$ cat config.mk
export PLATFORM = sky130hd
export DESIGN_NAME = player_motion
export DESIGN_NICKNAME = d
export VERILOG_FILES = /design/src/rtl/player_motion.sv
export SDC_FILE = /design/constraint.sdc
export NUM_CORES = 1
export LEC_CHECK = 0
export ABC_CLOCK_PERIOD_IN_PS = 4250
export CORE_ASPECT_RATIO = 0.5
export CORE_MARGIN = 2
export CORE_UTILIZATION = 45
export DETAILED_ROUTE_END_ITERATION = 12
export SLEW_MARGIN = 25
export SYNTH_ARGS = -nofsm -noshare
export SYNTH_HDL_FRONTEND = slang
export SYNTH_SLANG_ARGS = --single-unit
$ cat constraint.sdc
create_clock -name clock -period 4.25 [get_ports clock]
set_input_delay 1.275 -clock clock [delete_from_list [all_inputs] [get_ports clock]]
set_output_delay 1.275 -clock clock [all_outputs]
set_load 0.005 [all_outputs]
$ cat src/rtl/player_motion.sv
// rtl/player_motion.sv - player sprite position: input sync, game tick, horizontal stepping, jump/gravity FSM
`timescale 1ns/1ps

module player_motion #(
  parameter int CLK_DIV  = 833333,
  parameter int X_W      = 10,
  parameter int Y_W      = 9,
  parameter int V_W      = 6,
  parameter int X_MIN    = 0,
  parameter int X_MAX    = 624,
  parameter int X_START  = 320,
  parameter int GROUND_Y = 400,
  parameter int STEP     = 2,
  parameter int JUMP_V   = 12,
  parameter int GRAVITY  = 1,
  parameter int MAX_FALL = 12
) (
  input  logic           clock,
  input  logic           reset_n,
  input  logic           direction,
  input  logic           move,
  input  logic           jump,
  input  logic           pause,
  output logic [X_W-1:0] x_pos,
  output logic [Y_W-1:0] y_pos,
  output logic           facing,
  output logic           airborne,
  output logic           tick
);

  localparam int CW  = (CLK_DIV > 1) ? $clog2(CLK_DIV) : 1;
  localparam int XW1 = X_W + 1;
  localparam int YW1 = Y_W + 1;
  localparam int VW1 = V_W + 1;

  localparam logic [CW-1:0]  CNT_LAST  = CW'(CLK_DIV - 1);
  localparam logic [CW-1:0]  CNT_ZERO  = '0;
  localparam logic [CW-1:0]  CNT_ONE   = CW'(1);

  localparam logic [XW1-1:0] XE_MIN    = XW1'(X_MIN);
  localparam logic [XW1-1:0] XE_MAX    = XW1'(X_MAX);
  localparam logic [XW1-1:0] XE_STEP   = XW1'(STEP);
  localparam logic [X_W-1:0] XV_MIN    = X_W'(X_MIN);
  localparam logic [X_W-1:0] XV_MAX    = X_W'(X_MAX);
  localparam logic [X_W-1:0] XV_START  = X_W'(X_START);

  localparam logic [YW1-1:0] YE_GROUND = YW1'(GROUND_Y);
  localparam logic [Y_W-1:0] YV_GROUND = Y_W'(GROUND_Y);

  localparam logic [V_W-1:0] V_JUMP    = V_W'(JUMP_V);
  localparam logic [V_W-1:0] V_GRAV    = V_W'(GRAVITY);
  localparam logic [V_W-1:0] V_MAXF    = V_W'(MAX_FALL);
  localparam logic [VW1-1:0] VE_GRAV   = VW1'(GRAVITY);
  localparam logic [VW1-1:0] VE_MAXF   = VW1'(MAX_FALL);

  typedef enum logic [1:0] {
    ST_GROUND  = 2'd0,
    ST_RISING  = 2'd1,
    ST_FALLING = 2'd2
  } state_e;

  // Two-flop synchronisers, bit order {direction, move, jump, pause}
  logic [3:0] sync1_q;
  logic [3:0] sync2_q;
  logic       dir_s;
  logic       move_s;
  logic       jump_s;
  logic       pause_s;

  // Game tick prescaler
  logic [CW-1:0] cnt_q;
  logic [CW-1:0] cnt_d;
  logic          tick_q;

  // Jump request capture
  logic jump_prev_q;
  logic jump_edge;
  logic jump_pend_q;
  logic jump_pend_d;

  // A tick that is allowed to change game state
  logic step_en;

  // Horizontal datapath
  logic [X_W-1:0] x_q;
  logic [X_W-1:0] x_d;
  logic           face_q;
  logic           face_d;
  logic [XW1-1:0] x_ext;
  logic [XW1-1:0] x_inc;
  logic [XW1-1:0] x_dec;

  // Vertical datapath and FSM
  state_e         state_q;
  state_e         state_d;
  logic [V_W-1:0] spd_q;
  logic [V_W-1:0] spd_d;
  logic [Y_W-1:0] y_q;
  logic [Y_W-1:0] y_d;
  logic           air_q;
  logic [YW1-1:0] y_ext;
  logic [YW1-1:0] spd_ext;
  logic [YW1-1:0] y_up;
  logic [YW1-1:0] y_down;
  logic [VW1-1:0] spd_inc;

  assign {dir_s, move_s, jump_s, pause_s} = sync2_q;

  // Bring the keyboard-domain levels into the system clock domain
  always_ff @(posedge clock or negedge reset_n) begin
    if (!reset_n) begin
      sync1_q <= '0;
      sync2_q <= '0;
    end else begin
      sync1_q <= {direction, move, jump, pause};
      sync2_q <= sync1_q;
    end
  end

  // Free-running prescaler; tick is registered so it coincides with the last count
  always_comb begin
    cnt_d = (cnt_q == CNT_LAST) ? CNT_ZERO : cnt_q + CNT_ONE;
  end

  // Prescaler count and registered tick pulse
  always_ff @(posedge clock or negedge reset_n) begin
    if (!reset_n) begin
      cnt_q  <= '0;
      tick_q <= 1'b0;
    end else begin
      cnt_q  <= cnt_d;
      tick_q <= (cnt_d == CNT_LAST);
    end
  end

  assign jump_edge = jump_s & ~jump_prev_q;
  assign step_en   = tick_q & ~pause_s;

  // Every tick drops the pending request; an edge landing on a tick survives to the next one
  always_comb begin
    jump_pend_d = jump_pend_q | jump_edge;
    if (tick_q) begin
      jump_pend_d = jump_edge;
    end
  end

  // Jump edge detector and pending flag
  always_ff @(posedge clock or negedge reset_n) begin
    if (!reset_n) begin
      jump_prev_q <= 1'b0;
      jump_pend_q <= 1'b0;
    end else begin
      jump_prev_q <= jump_s;
      jump_pend_q <= jump_pend_d;
    end
  end

  assign x_ext = {1'b0, x_q};
  assign x_inc = x_ext + XE_STEP;
  assign x_dec = x_ext - XE_STEP;

  // Horizontal step with clamping at both screen edges; one extra bit avoids wrap
  always_comb begin
    x_d    = x_q;
    face_d = face_q;
    if (step_en && move_s) begin
      face_d = dir_s;
      if (dir_s) begin
        x_d = (x_inc > XE_MAX) ? XV_MAX : x_inc[X_W-1:0];
      end else begin
        x_d = (x_ext < XE_MIN + XE_STEP) ? XV_MIN : x_dec[X_W-1:0];
      end
    end
  end

  // Horizontal position and facing registers
  always_ff @(posedge clock or negedge reset_n) begin
    if (!reset_n) begin
      x_q    <= XV_START;
      face_q <= 1'b1;
    end else begin
      x_q    <= x_d;
      face_q <= face_d;
    end
  end

  assign y_ext   = {1'b0, y_q};
  assign spd_ext = YW1'(spd_q);
  assign y_up    = y_ext - spd_ext;
  assign y_down  = y_ext + spd_ext;
  assign spd_inc = {1'b0, spd_q} + VE_GRAV;

  // Jump/gravity next-state: rising decelerates to zero, falling accelerates to the cap
  always_comb begin
    state_d = state_q;
    spd_d   = spd_q;
    y_d     = y_q;
    case (state_q)
      ST_GROUND: begin
        if (step_en && jump_pend_q) begin
          spd_d   = V_JUMP;
          state_d = ST_RISING;
        end
      end
      ST_RISING: begin
        if (step_en) begin
          y_d = (y_ext < spd_ext) ? '0 : y_up[Y_W-1:0];
          if (spd_q > V_GRAV) begin
            spd_d = spd_q - V_GRAV;
          end else begin
            spd_d   = '0;
            state_d = ST_FALLING;
          end
        end
      end
      ST_FALLING: begin
        if (step_en) begin
          if (y_down >= YE_GROUND) begin
            y_d     = YV_GROUND;
            spd_d   = '0;
            state_d = ST_GROUND;
          end else begin
            y_d   = y_down[Y_W-1:0];
            spd_d = (spd_inc > VE_MAXF) ? V_MAXF : spd_inc[V_W-1:0];
          end
        end
      end
      default: begin
        state_d = ST_GROUND;
        spd_d   = '0;
      end
    endcase
  end

  // Vertical state, speed, position and airborne flag registers
  always_ff @(posedge clock or negedge reset_n) begin
    if (!reset_n) begin
      state_q <= ST_GROUND;
      spd_q   <= '0;
      y_q     <= YV_GROUND;
      air_q   <= 1'b0;
    end else begin
      state_q <= state_d;
      spd_q   <= spd_d;
      y_q     <= y_d;
      air_q   <= (state_d != ST_GROUND);
    end
  end

  assign x_pos    = x_q;
  assign y_pos    = y_q;
  assign facing   = face_q;
  assign airborne = air_q;
  assign tick     = tick_q;

endmodule

==> summary.md, run 1 <==
| Metric | Value |
|---|---|
| Fill cells | `903` |
| Transition time at the pin with the least slew margin | `866.8 ps` |
| Count of input and output buffers | `26` |
| Number of buffers added by the clock tree synthesis step | `9` |
| Max-slew violation count | `0` |
| Clock Tree Buf Depth | `2` |
| Kind of end point of the critical path | `register` |
| Hold Startpoint | `sync1_q[0]$_DFF_PN0_` |
| Number of failing hold endpoints at the final stage | `0` |
| Final setup fails | `0` |
| Cell at the root of the clock tree | `clkbuf_16` |
| TritonCTS clock tree | `yes` |
| Most area-consuming cells after synthesis | `dfrtp_1, ha_1, nor2_1` |
| Placed Instances | `623` |
| Worst setup skew after layout | `4.589 ps` |
| Share of cells above drive strength 1 | `8.880%` |
| Die area | `10390 um2` |
| Die outline width | `142.2 um` |
| Worst hold stages | `0` |
| Remaining global-route overflow | `0` |
| Sequential-to-total area share from yosys stat | `34.55%` |
| Via count of the first global-routing pass | `3545` |
| Syn. warnings | `0` |
| Critical path's largest stage delay | `560 ps` |
| Remaining routing DRC violations | `0` |
| Tmin final | `2953 ps` |
| Register-to-Register Path Depth | `9` |
| Overall power of the completed layout | `1383 uW` |
| Number of instances in the synthesized netlist | `506` |
| Initial antenna violation count | `0` |
| Die span in y | `73.09 um` |
| CTS clk-pin slew, worst paths | `50 ps` |
| Growth of design area from synthesis to finish | `14.42%` |
| Part of the cycle the worst path needs | `69.47%` |
| Slowest CP cell | `a2111oi_4` |
| Critical path class | `reg2reg` |
| Family with the most delay on the worst path | `compound AO/OA/AOI/OAI gates` |
| Slew Limit Headroom | `42.21%` |
| Status | `finished clean` |
| Via count | `3718` |
| Clk sink count | `59` |
| CTS-repair resized insts | `0` |
| Setup Fix Bufs, Post-CTS | `0` |
| Number of hold buffers added after cts | `0` |
| Post-synth EDFFs | `0` |
| H-Tree Depth | `3` |
| DP Wirelength | `7.651 mm` |
| Met3 routing resource usage after global routing | `5.315%` |
| Count of pins on the block boundary | `28` |
| Diode insertion count for antenna repair | `0` |
| Vias per cell | `5.818` |
| Final core utilization | `52.55%` |
| PD cells | `281.5 nW/um2` |
| Reg-to-reg critical path endpoint | `y_pos[4]$_DFFE_PN1P_` |
| Count of max-cap constraint violations | `0` |
| Unrepaired setup endpoints after global routing | `no` |
| Placement Setup Slack | `1360 ps` |
| Final wirelength | `10.56 mm` |
| Count of standard-cell rows | `25` |
| Fraction of post-synthesis cell area in the top cell type by area | `30.88%` |
| Cells along the critical path | `inv_1 -> ha_1 -> a21oi_1 -> nand4b_1 -> a2111oi_4 -> nor2_2 -> a21oi_1 -> a21oi_1 -> o31a_1` |
| CP most frequent cell | `a21oi_1` |
| Worst-case setup margin in the final layout | `1297 ps` |
| Number of nets in the final layout | `540` |
| First-pass GRT wire length | `17.49 mm` |
| Synth Flop Type | `dfrtp_1` |
| CP startpoint kind | `register` |
| Total negative setup slack | `0 ps` |
| Yosys cell types | `76` |
| Critical path fanouts, max | `9` |
| End point of the most critical hold path | `sync2_q[0]$_DFF_PN0_` |
| Worst reg-to-reg setup slack | `1300 ps` |
| Required time of the critical path | `4500 ps` |
| Startpoint of the most critical register-to-register path | `spd_q[2]$_DFFE_PN0P_` |
| Count of antenna-violating nets left after detailed routing | `0` |
| Clock insertion delay at the later pin of the skew report | `330 ps` |
| Static power due to leakage | `0.002020 uW` |
| Combined global-route utilization of all metal layers | `21.57%` |
| Largest net degree at the start of global routing | `38` |
| Final non-filler cell total | `639` |
| Synthesis-stage register bit count | `59` |
| Initial Utilization | `45.93%` |
| Routability-driven placement congestion ratio | `0.9251` |
| Net count of the mapped netlist | `533` |
| Cell taking the most area after synthesis | `dfrtp_1` |
| Number of violations reported at the end of detailed-routing iteration 0 | `156` |
| Cell area after technology mapping | `4295 um2` |
| Fmax | `338.7 MHz` |
| Met2 track demand over resource | `36.55%` |
| Async set or reset register ratio after synthesis | `100.0%` |
| Count of TritonRoute iterations in the first routing pass | `4` |
| Met1 demand-to-capacity share in global routing | `27.24%` |
| Wire length per cell after detailed routing | `16.53 um` |
| Classification of the worst-slack hold path | `reg2reg` |
| Global routing's busiest layer | `met2` |
| Avg Cell Area, Syn | `8.489 um2` |
| Worst supply voltage drop on vdd | `0.2099 mV` |
| CORE AREA | `9353 um2` |
| Data arrival, critical path | `3210 ps` |
| WP buf/inv | `1` |
-- cells by family (layout without fill, tap and decap cells) --
logic type | Yosys count | after routing | synth area share, %
xor gates and xnor gates | 33 | 33 | 6.729
other | 1 | 1 | 0.08730
AOI/OAI and AO/OA | 126 | 126 | 20.54
DFF | 59 | 59 | 34.55
and+or+nand+nor | 206 | 206 | 24.96
adders and majority gates | 21 | 21 | 6.467
buffers and inverters | 56 | 68 | 5.534
muxes | 4 | 4 | 1.136
-- cell type report --
class	instances	area [um2]	share of cell area, %
clock buffer	11	252.7	5.143
tap	121	151.4	3.080
inverter	21	78.83	1.604
sequential	59	1484	30.19
timing repair buffer	31	292.8	5.957
clock inverter	5	75.07	1.527
multi-input combinational	391	2580	52.49
-- synth_stat cells (9+ instances only) --
| library cell | instances |
|---|---|
| clkbuf_1 | 18 |
| nand2b_1 | 10 |
| ha_1 | 19 |
| nand3_1 | 23 |
| a21oi_1 | 30 |
| o21ai_0 | 27 |
| a31oi_1 | 10 |
| nand2_1 | 44 |
| nor2_1 | 54 |
| dfrtp_1 | 53 |
| inv_1 | 21 |
| xnor2_1 | 16 |
| buf_2 | 9 |
| xor2_1 | 17 |
| nor3_1 | 10 |
| nor2b_1 | 9 |
-- registers in the layout, indices dropped and copies added, names as in the netlist --
name / flops
sync1_q: 4
y_pos: 9
facing: 1
tick: 1
cnt_q: 20
sync2_q: 4
jump_pend_q: 1
jump_prev_q: 1
airborne: 1
x_pos: 9
spd_q: 6
state_q: 2
-- placed cells by master, fill, tap and decap left out, types with 4 or more instances in the layout --
master,instances
nor2_1,54
dfrtp_1,53
nand2_1,44
a21oi_1,30
o21ai_0,27
clkdlybuf4s50_1,25
nand3_1,23
inv_1,21
ha_1,19
xor2_1,17
xnor2_1,16
nand2b_1,10
nor3_1,10
a31oi_1,10
nor2b_1,9
clkbuf_16,9
a21o_1,7
nand4_1,7
o211ai_1,7
and3_1,6
dfstp_2,6
nand4b_1,5
nor4_1,5
buf_4,5
a211oi_1,4
and2_1,4
-- power breakdown --
| part | total, uW | internal [uW] | switching, uW |
|---|---|---|---|
| Combinational | 18.1 | 5.56 | 12.5 |
| Clock | 795 | 541 | 254 |
| Sequential | 570 | 567 | 2.96 |
| Total | 1380 | 1110 | 270 |
-- metal layers --
metal / wire, um / share of wire, %
met1: 4930 / 47
met4: 207 / 2.0
met3: 441 / 4.2
met5: 0 / 0
met2: 4984 / 47
-- worst max path at each step --
| stage | to | slack, ps | start | cells after the start |
|---|---|---|---|---|
| global route | airborne$_DFF_PN0_ | 1090 | spd_q[0]$_DFFE_PN0P_ | 10 |
| floorplan | airborne$_DFF_PN0_ | 1560 | spd_q[2]$_DFFE_PN0P_ | 11 |
| CTS | y_pos[4]$_DFFE_PN1P_ | 1330 | spd_q[2]$_DFFE_PN0P_ | 9 |
| detailed placement | y_pos[4]$_DFFE_PN1P_ | 1360 | spd_q[2]$_DFFE_PN0P_ | 9 |
| finish | y_pos[4]$_DFFE_PN1P_ | 1300 | spd_q[2]$_DFFE_PN0P_ | 9 |
| global placement | airborne$_DFF_PN0_ | 1420 | spd_q[0]$_DFFE_PN0P_ | 10 |
-- per-stage QoR --
| step | cell area [um2] | hold slack (ps) |
|---|---|---|
| 6_report | 4915 | 342.1 |
| 5_1_grt | 4915 | 352.4 |
| 2_1_floorplan | 4295 | 331.2 |
| 3_5_place_dp | 4587 | 334.7 |
| 4_1_cts | 4915 | 346.5 |
| 3_3_place_gp | 4587 | 333.5 |
-- worst register-to-register path, delay by kind of cell, from the launching register on --
kind | cells | cell delay, ps
flip-flops | 1 | 500
buffers and inverters | 1 | 190
AND/OR/NAND/NOR | 2 | 380
AO/OA/AOI/OAI | 5 | 1360
adder cells (fa/ha/maj) | 1 | 440
No activity file was read; power rests on OpenSTA's default activity.
==> run 2, diff against run 1 <==
- ABC_CLOCK_PERIOD_IN_PS: 4250 -> 2400
- PLACE_DENSITY: not set -> 0.66
- clock period: 4.25 -> 2.4 ns (I/O delays scaled with it)
==> summary.md, run 2 (synthesis gave the netlist of run 1 again) <==
| Metric | Value |
|---|---|
| Die outline width | `142.2 um` |
| Largest net degree at the start of global routing | `60` |
| Count of input and output buffers | `26` |
| Number of nets in the final layout | `604` |
| Failing checks | `negative setup slack` |
| Static power due to leakage | `0.002370 uW` |
| Max FFs per register | `20` |
| Growth of design area from synthesis to finish | `31.08%` |
| Clk sink count | `59` |
| Worst supply voltage drop on vdd | `0.3416 mV` |
| Share of total power in sequential cells | `43.1%` |
| Count of antenna-violating nets left after detailed routing | `0` |
| Leading cell types in the layout, fill and taps excluded | `buf_4, nor2_1, dfrtp_1` |
| Initial Utilization | `45.93%` |
| Placed Instances | `677` |
| First-pass GRT wire length | `17.45 mm` |
| Cells along the critical path | `ha_4 -> nor2b_2 -> o311a_4 -> a311o_1 -> a311oi_2 -> a311o_4 -> nand2_8 -> o311ai_2` |
| Classification of the worst-slack hold path | `reg2reg` |
| Design internal power | `1866 uW` |
| Diode insertion count for antenna repair | `0` |
| Clock Tree Buf Depth | `2` |
| Proportion of power drawn by the clock network | `55.5%` |
| TritonCTS clock tree | `yes` |
| CP startpoint kind | `register` |
| Via count of the first global-routing pass | `3646` |
| Share of cells above drive strength 1 | `25.82%` |
| Critical path class | `reg2reg` |
| Clock insertion delay at the later pin of the skew report | `330 ps` |
| Remaining routing DRC violations | `0` |
| Unrepaired setup endpoints after global routing | `yes` |
| Count of max-cap constraint violations | `0` |
| Die area | `10390 um2` |
| Total negative setup slack | `-108.9 ps` |
| Worst setup skew after layout | `8.095 ps` |
| Kind of end point of the critical path | `register` |
| Count of TritonRoute iterations in the first routing pass | `5` |
| Final non-filler cell total | `702` |
| Switching part of the total power | `20.37%` |
| Count of pins on the block boundary | `28` |
| Combined global-route utilization of all metal layers | `21.39%` |
| Vias per cell | `5.603` |
| CTS clk-pin slew, worst paths | `50 ps` |
| Tmin final | `2449 ps` |
| Number of failing hold endpoints at the final stage | `0` |
| Max-slew violation count | `0` |
| Fmax | `408.3 MHz` |
| Combined flip-flop and latch cell area | `1491 um2` |
| Critical path fanouts, max | `7` |
| Comb power frac | `1.4%` |
| Via count | `3933` |
| Number of buffers added by the clock tree synthesis step | `9` |
| DP Wirelength | `7.629 mm` |
| Required time of the critical path | `2620 ps` |
| Part of the cycle the worst path needs | `102.1%` |
| Placement Setup Slack | `-95.70 ps` |
| Routability-driven placement congestion ratio | `0.8765` |
| Die span in y | `73.09 um` |
| H-Tree Depth | `3` |
| Final wirelength | `10.69 mm` |
| Critical path's largest stage delay | `440 ps` |
| PD cells | `416.2 nW/um2` |
| Count of standard-cell rows | `25` |
| Final setup fails | `5` |
| Status | `finished with violations` |
| Cell at the root of the clock tree | `clkbuf_16` |
| Fill cells | `797` |
| Number of violations reported at the end of detailed-routing iteration 0 | `283` |
| Worst-case setup margin in the final layout | `-49.37 ps` |
| Data arrival, critical path | `2670 ps` |
| Remaining global-route overflow | `0` |
| Largest register by flop count | `cnt_q` |
| Switching power | `477.5 uW` |
| Slowest CP cell | `dfrtp_2` |
| Wire length per cell after detailed routing | `15.23 um` |
| Area of the multi-input gates | `2800 um2` |
| Initial antenna violation count | `0` |
| CORE AREA | `9353 um2` |
| Leading cell type in the layout, fill and taps excluded | `buf_4` |
## run 2: cell types whose count changed in the layout (fill, tap and decap cells not counted), moves of 5 or more
cell,delta
dfrtp_2,+6
dfrtp_1,-6
buf_4,+59
a21oi_2,+5
ha_1,-7
a21oi_1,-6
## run 2: layer usage
metal  track usage [%]  routed length, um  up-vias
met5                 0                  0        -
met1             28.75               5108     1867
met3             4.790                487        8
li1                  -                  -     1958
met4             6.333                 77        0
met2             35.00               5015      100
## run 2: worst max-delay path, delay by kind of cell (launching register included)
kind | cells | cell delay [ps]
compound gates | 5 | 1460
fa+ha+maj | 1 | 300
flops | 1 | 440
simple gates | 2 | 140
## run 2: worst paths after layout
path	startpoint	end	slack [ps]	cells past startpoint
worst max-delay path	y_pos[2]$_DFFE_PN0P_	y_pos[1]$_DFFE_PN0P_	-50	8
worst min-delay path	sync1_q[2]$_DFF_PN0_	sync2_q[2]$_DFF_PN0_	340	0
worst max register to register	y_pos[2]$_DFFE_PN0P_	y_pos[1]$_DFFE_PN0P_	-50	8
worst min register to register	sync1_q[2]$_DFF_PN0_	sync2_q[2]$_DFF_PN0_	340	0
max in group asynchronous	reset_n	y_pos[4]$_DFFE_PN1P_	1690	2
min in group asynchronous	reset_n	y_pos[6]$_DFFE_PN0P_	380	2
## run 2: power groups by stage
stage | Combinational (uW) | Sequential, uW | Clock [uW]
2_1_floorplan | 5.53 | 1020 | 0
4_1_cts | 35.0 | 1010 | 1340
3_3_place_gp | 34.5 | 1030 | 0
3_5_place_dp | 34.9 | 1030 | 0
6_report | 32.8 | 1010 | 1300
5_1_grt | 38.7 | 1010 | 1390
## run 2: what timing repair did
item                                    4_1_cts  5_1_grt
hold buffers                                  0        0
endpoints found under the setup margin       13       23
gates resized for setup                      12       38
buffers inserted                              5        5
pin swaps                                    10       17
## run 2: layout make-up
class                   instances  area share, %
clock inverters                 4         0.8889
clock buffers                  11          4.489
flip-flops and latches         59          26.49
repair buffers                 95          14.22
multi-input cells             391          49.73
well taps                     121          2.689
inverters                      21          1.489
## run 2: metrics by stage
stage / hold slack (ps) / power, uW / utilization [%] / area, um2
2_1_floorplan: 331.2 / 1028 / - / 4347
3_3_place_gp: 332.0 / 1060 / 53.91 / 5042
3_5_place_dp: 335.5 / 1061 / 53.91 / 5042
4_1_cts: 347.3 / 2382 / 58.05 / 5429
5_1_grt: 353.8 / 2435 / 60.20 / 5630
6_report: 344.7 / 2344 / 60.20 / 5630
==> run 3, diff against run 2 <==
- CORE_UTILIZATION: 45 -> 58
- DONT_BUFFER_PORTS: not set -> 1
- MAX_ROUTING_LAYER: not set -> met4
- PLACE_DENSITY: 0.66 -> 0.76
==> summary.md, run 3 (synthesis gave the netlist of run 1 again) <==
| Metric | Value |
|---|---|
| Placed Instances | `624` |
| Vias per cell | `6.151` |
| Largest net degree at the start of global routing | `60` |
| Required time of the critical path | `2630 ps` |
| Die outline width | `125.7 um` |
| Register-to-Register Path Depth | `9` |
| Diode insertion count for antenna repair | `0` |
| Max FFs per register | `20` |
| Final wirelength | `10.97 mm` |
| Count of max-cap constraint violations | `0` |
| Static power due to leakage | `0.002254 uW` |
| Design Area, Final | `5201 um2` |
| Worst supply voltage drop on vdd | `0.3117 mV` |
| Remaining global-route overflow | `0` |
| Data arrival, critical path | `2700 ps` |
| Classification of the worst-slack hold path | `in2async` |
| Hold slack final | `88.57 ps` |
| First-pass GRT wire length | `18.37 mm` |
| Total placed instance area | `4741 um2` |
| Combined global-route utilization of all metal layers | `28.91%` |
| Growth of design area from synthesis to finish | `21.09%` |
| Clk sink count | `59` |
| Reg-to-reg critical path endpoint | `y_pos[1]$_DFFE_PN0P_` |
| Remaining routing DRC violations | `0` |
| Startpoint of the most critical register-to-register path | `spd_q[2]$_DFFE_PN0P_` |
| Cell at the root of the clock tree | `clkbuf_16` |
| PD cells | `419.0 nW/um2` |
| Part of the cycle the worst path needs | `103.1%` |
| Leading cell types in the layout, fill and taps excluded | `buf_4, nor2_1, dfrtp_1` |
| Count of antenna-violating nets left after detailed routing | `0` |
| CP startpoint kind | `register` |
| Number of buffers added by the clock tree synthesis step | `9` |
| Initial Utilization | `59.33%` |
| Failing checks | `negative setup slack` |
| Via count | `3980` |
| CTS clk-pin slew, worst paths | `60 ps` |
| Clock Tree Buf Depth | `2` |
| Unrepaired setup endpoints after global routing | `yes` |
| Die area | `8152 um2` |
| Status | `finished with violations` |
| Count of standard-cell rows | `22` |
| Share of cells above drive strength 1 | `23.96%` |
| Wire length per cell after detailed routing | `16.95 um` |
| Count of input and output buffers | `0` |
| Count of pins on the block boundary | `28` |
| Fmax | `403.9 MHz` |
| Slew Limit Headroom | `58.28%` |
| TritonCTS clock tree | `yes` |
| Number of hold buffers added after cts | `0` |
| Clock insertion delay at the later pin of the skew report | `320 ps` |
| Number of violations reported at the end of detailed-routing iteration 0 | `308` |
| Max-slew violation count | `0` |
| Count of TritonRoute iterations in the first routing pass | `6` |
| DP Wirelength | `7.513 mm` |
| Final setup fails | `9` |
| Largest register by flop count | `cnt_q` |
| Initial antenna violation count | `0` |
| Worst setup skew after layout | `8.302 ps` |
| Worst reg-to-reg setup slack | `-80 ps` |
| H-Tree Depth | `3` |
| Kind of end point of the critical path | `register` |
| Leading cell type in the layout, fill and taps excluded | `buf_4` |
| Via count of the first global-routing pass | `3817` |
| Final core utilization | `71.85%` |
| Number of nets in the final layout | `574` |
| Transition time at the pin with the least slew margin | `625.8 ps` |
| Total negative setup slack | `-236.6 ps` |
| Die span in y | `64.85 um` |
| Critical path fanouts, max | `7` |
| Number of failing hold endpoints at the final stage | `0` |
| Final non-filler cell total | `647` |
| Critical path class | `reg2reg` |
| CORE AREA | `7239 um2` |
| Tmin final | `2476 ps` |
| Routability-driven placement congestion ratio | `0.9355` |
| Worst-case setup margin in the final layout | `-75.58 ps` |
-- run 3: cell types whose count changed in the layout (fill, tap and decap cells not counted), sizes merged --
cell / previous run / this run
clkdlybuf4s50: 25 / 0
buf: 70 / 65
clkbuf: 11 / 9
clkinv: 1 / 3
bufinv: 1 / 0
inv: 21 / 22
-- run 3: worst max-delay path, stage by stage (launching register included) --
cell      delay, ps
dfrtp_1         420
inv_6            50
ha_4            290
nor2b_2          40
o311a_4         380
a311o_1         280
a311oi_2        310
a311o_4         250
nand2_4         120
o311ai_2        230
-- run 3: worst max path at each step --
stage / start / endpoint / slack (ps) / cells after the start
2_1_floorplan: spd_q[2]$_DFFE_PN0P_ / y_pos[1]$_DFFE_PN0P_ / -70 / 11
3_3_place_gp: spd_q[0]$_DFFE_PN0P_ / airborne$_DFF_PN0_ / -80 / 10
3_5_place_dp: spd_q[0]$_DFFE_PN0P_ / y_pos[0]$_DFFE_PN0P_ / -110 / 10
4_1_cts: y_pos[1]$_DFFE_PN0P_ / y_pos[4]$_DFFE_PN1P_ / 0.9 / 9
5_1_grt: spd_q[2]$_DFFE_PN0P_ / y_pos[1]$_DFFE_PN0P_ / -170 / 9
6_report: spd_q[2]$_DFFE_PN0P_ / y_pos[1]$_DFFE_PN0P_ / -80 / 9
-- run 3: timing repair --
item | in CTS | in global routing
endpoints found under the hold margin | 0 | 0
setup buffers | 3 | 5
pin swaps | 12 | 11
endpoints found under the setup margin | 14 | 24
resized for setup | 13 | 18
-- run 3: area by class of cell --
type / count / area [um2]
repair buffers: 65 / 508.0
inverters: 21 / 83.83
fillers: 520 / 2038
well taps: 96 / 120.1
clock inverters: 6 / 42.54
flip-flops and latches: 59 / 1486
multi-input cells: 391 / 2735
clock buffers: 9 / 225.2
-- run 3: routing by layer --
| metal | track usage [%] | vias up | wire length [um] | part of all wire, % |
|---|---|---|---|---|
| li1 | - | 1895 | - | - |
| met1 | 36.87 | 1916 | 5003 | 46 |
| met2 | 46.22 | 149 | 5218 | 48 |
| met3 | 6.606 | 20 | 605 | 5.5 |
| met4 | 9.861 | 0 | 138 | 1.3 |
| met5 | - | - | 0 | 0 |
-- run 3: metrics by stage --
| step | setup WS, ps | power [uW] |
|---|---|---|
| finish | -75.58 | 2179 |
| CTS | 0.8806 | 2191 |
| global route | -168.3 | 2237 |
| detailed placement | -113.6 | 1029 |
| global placement | -78.70 | 1029 |
| floorplan | -70.22 | 1028 |
-- run 3: where the power goes --
group          internal (uW)  leakage [uW]  switching [uW]
logic                   1.52       0.00137            1.45
clock network            693      0.000128             474
registers               1000      0.000759            5.21
total                   1700       0.00225             481
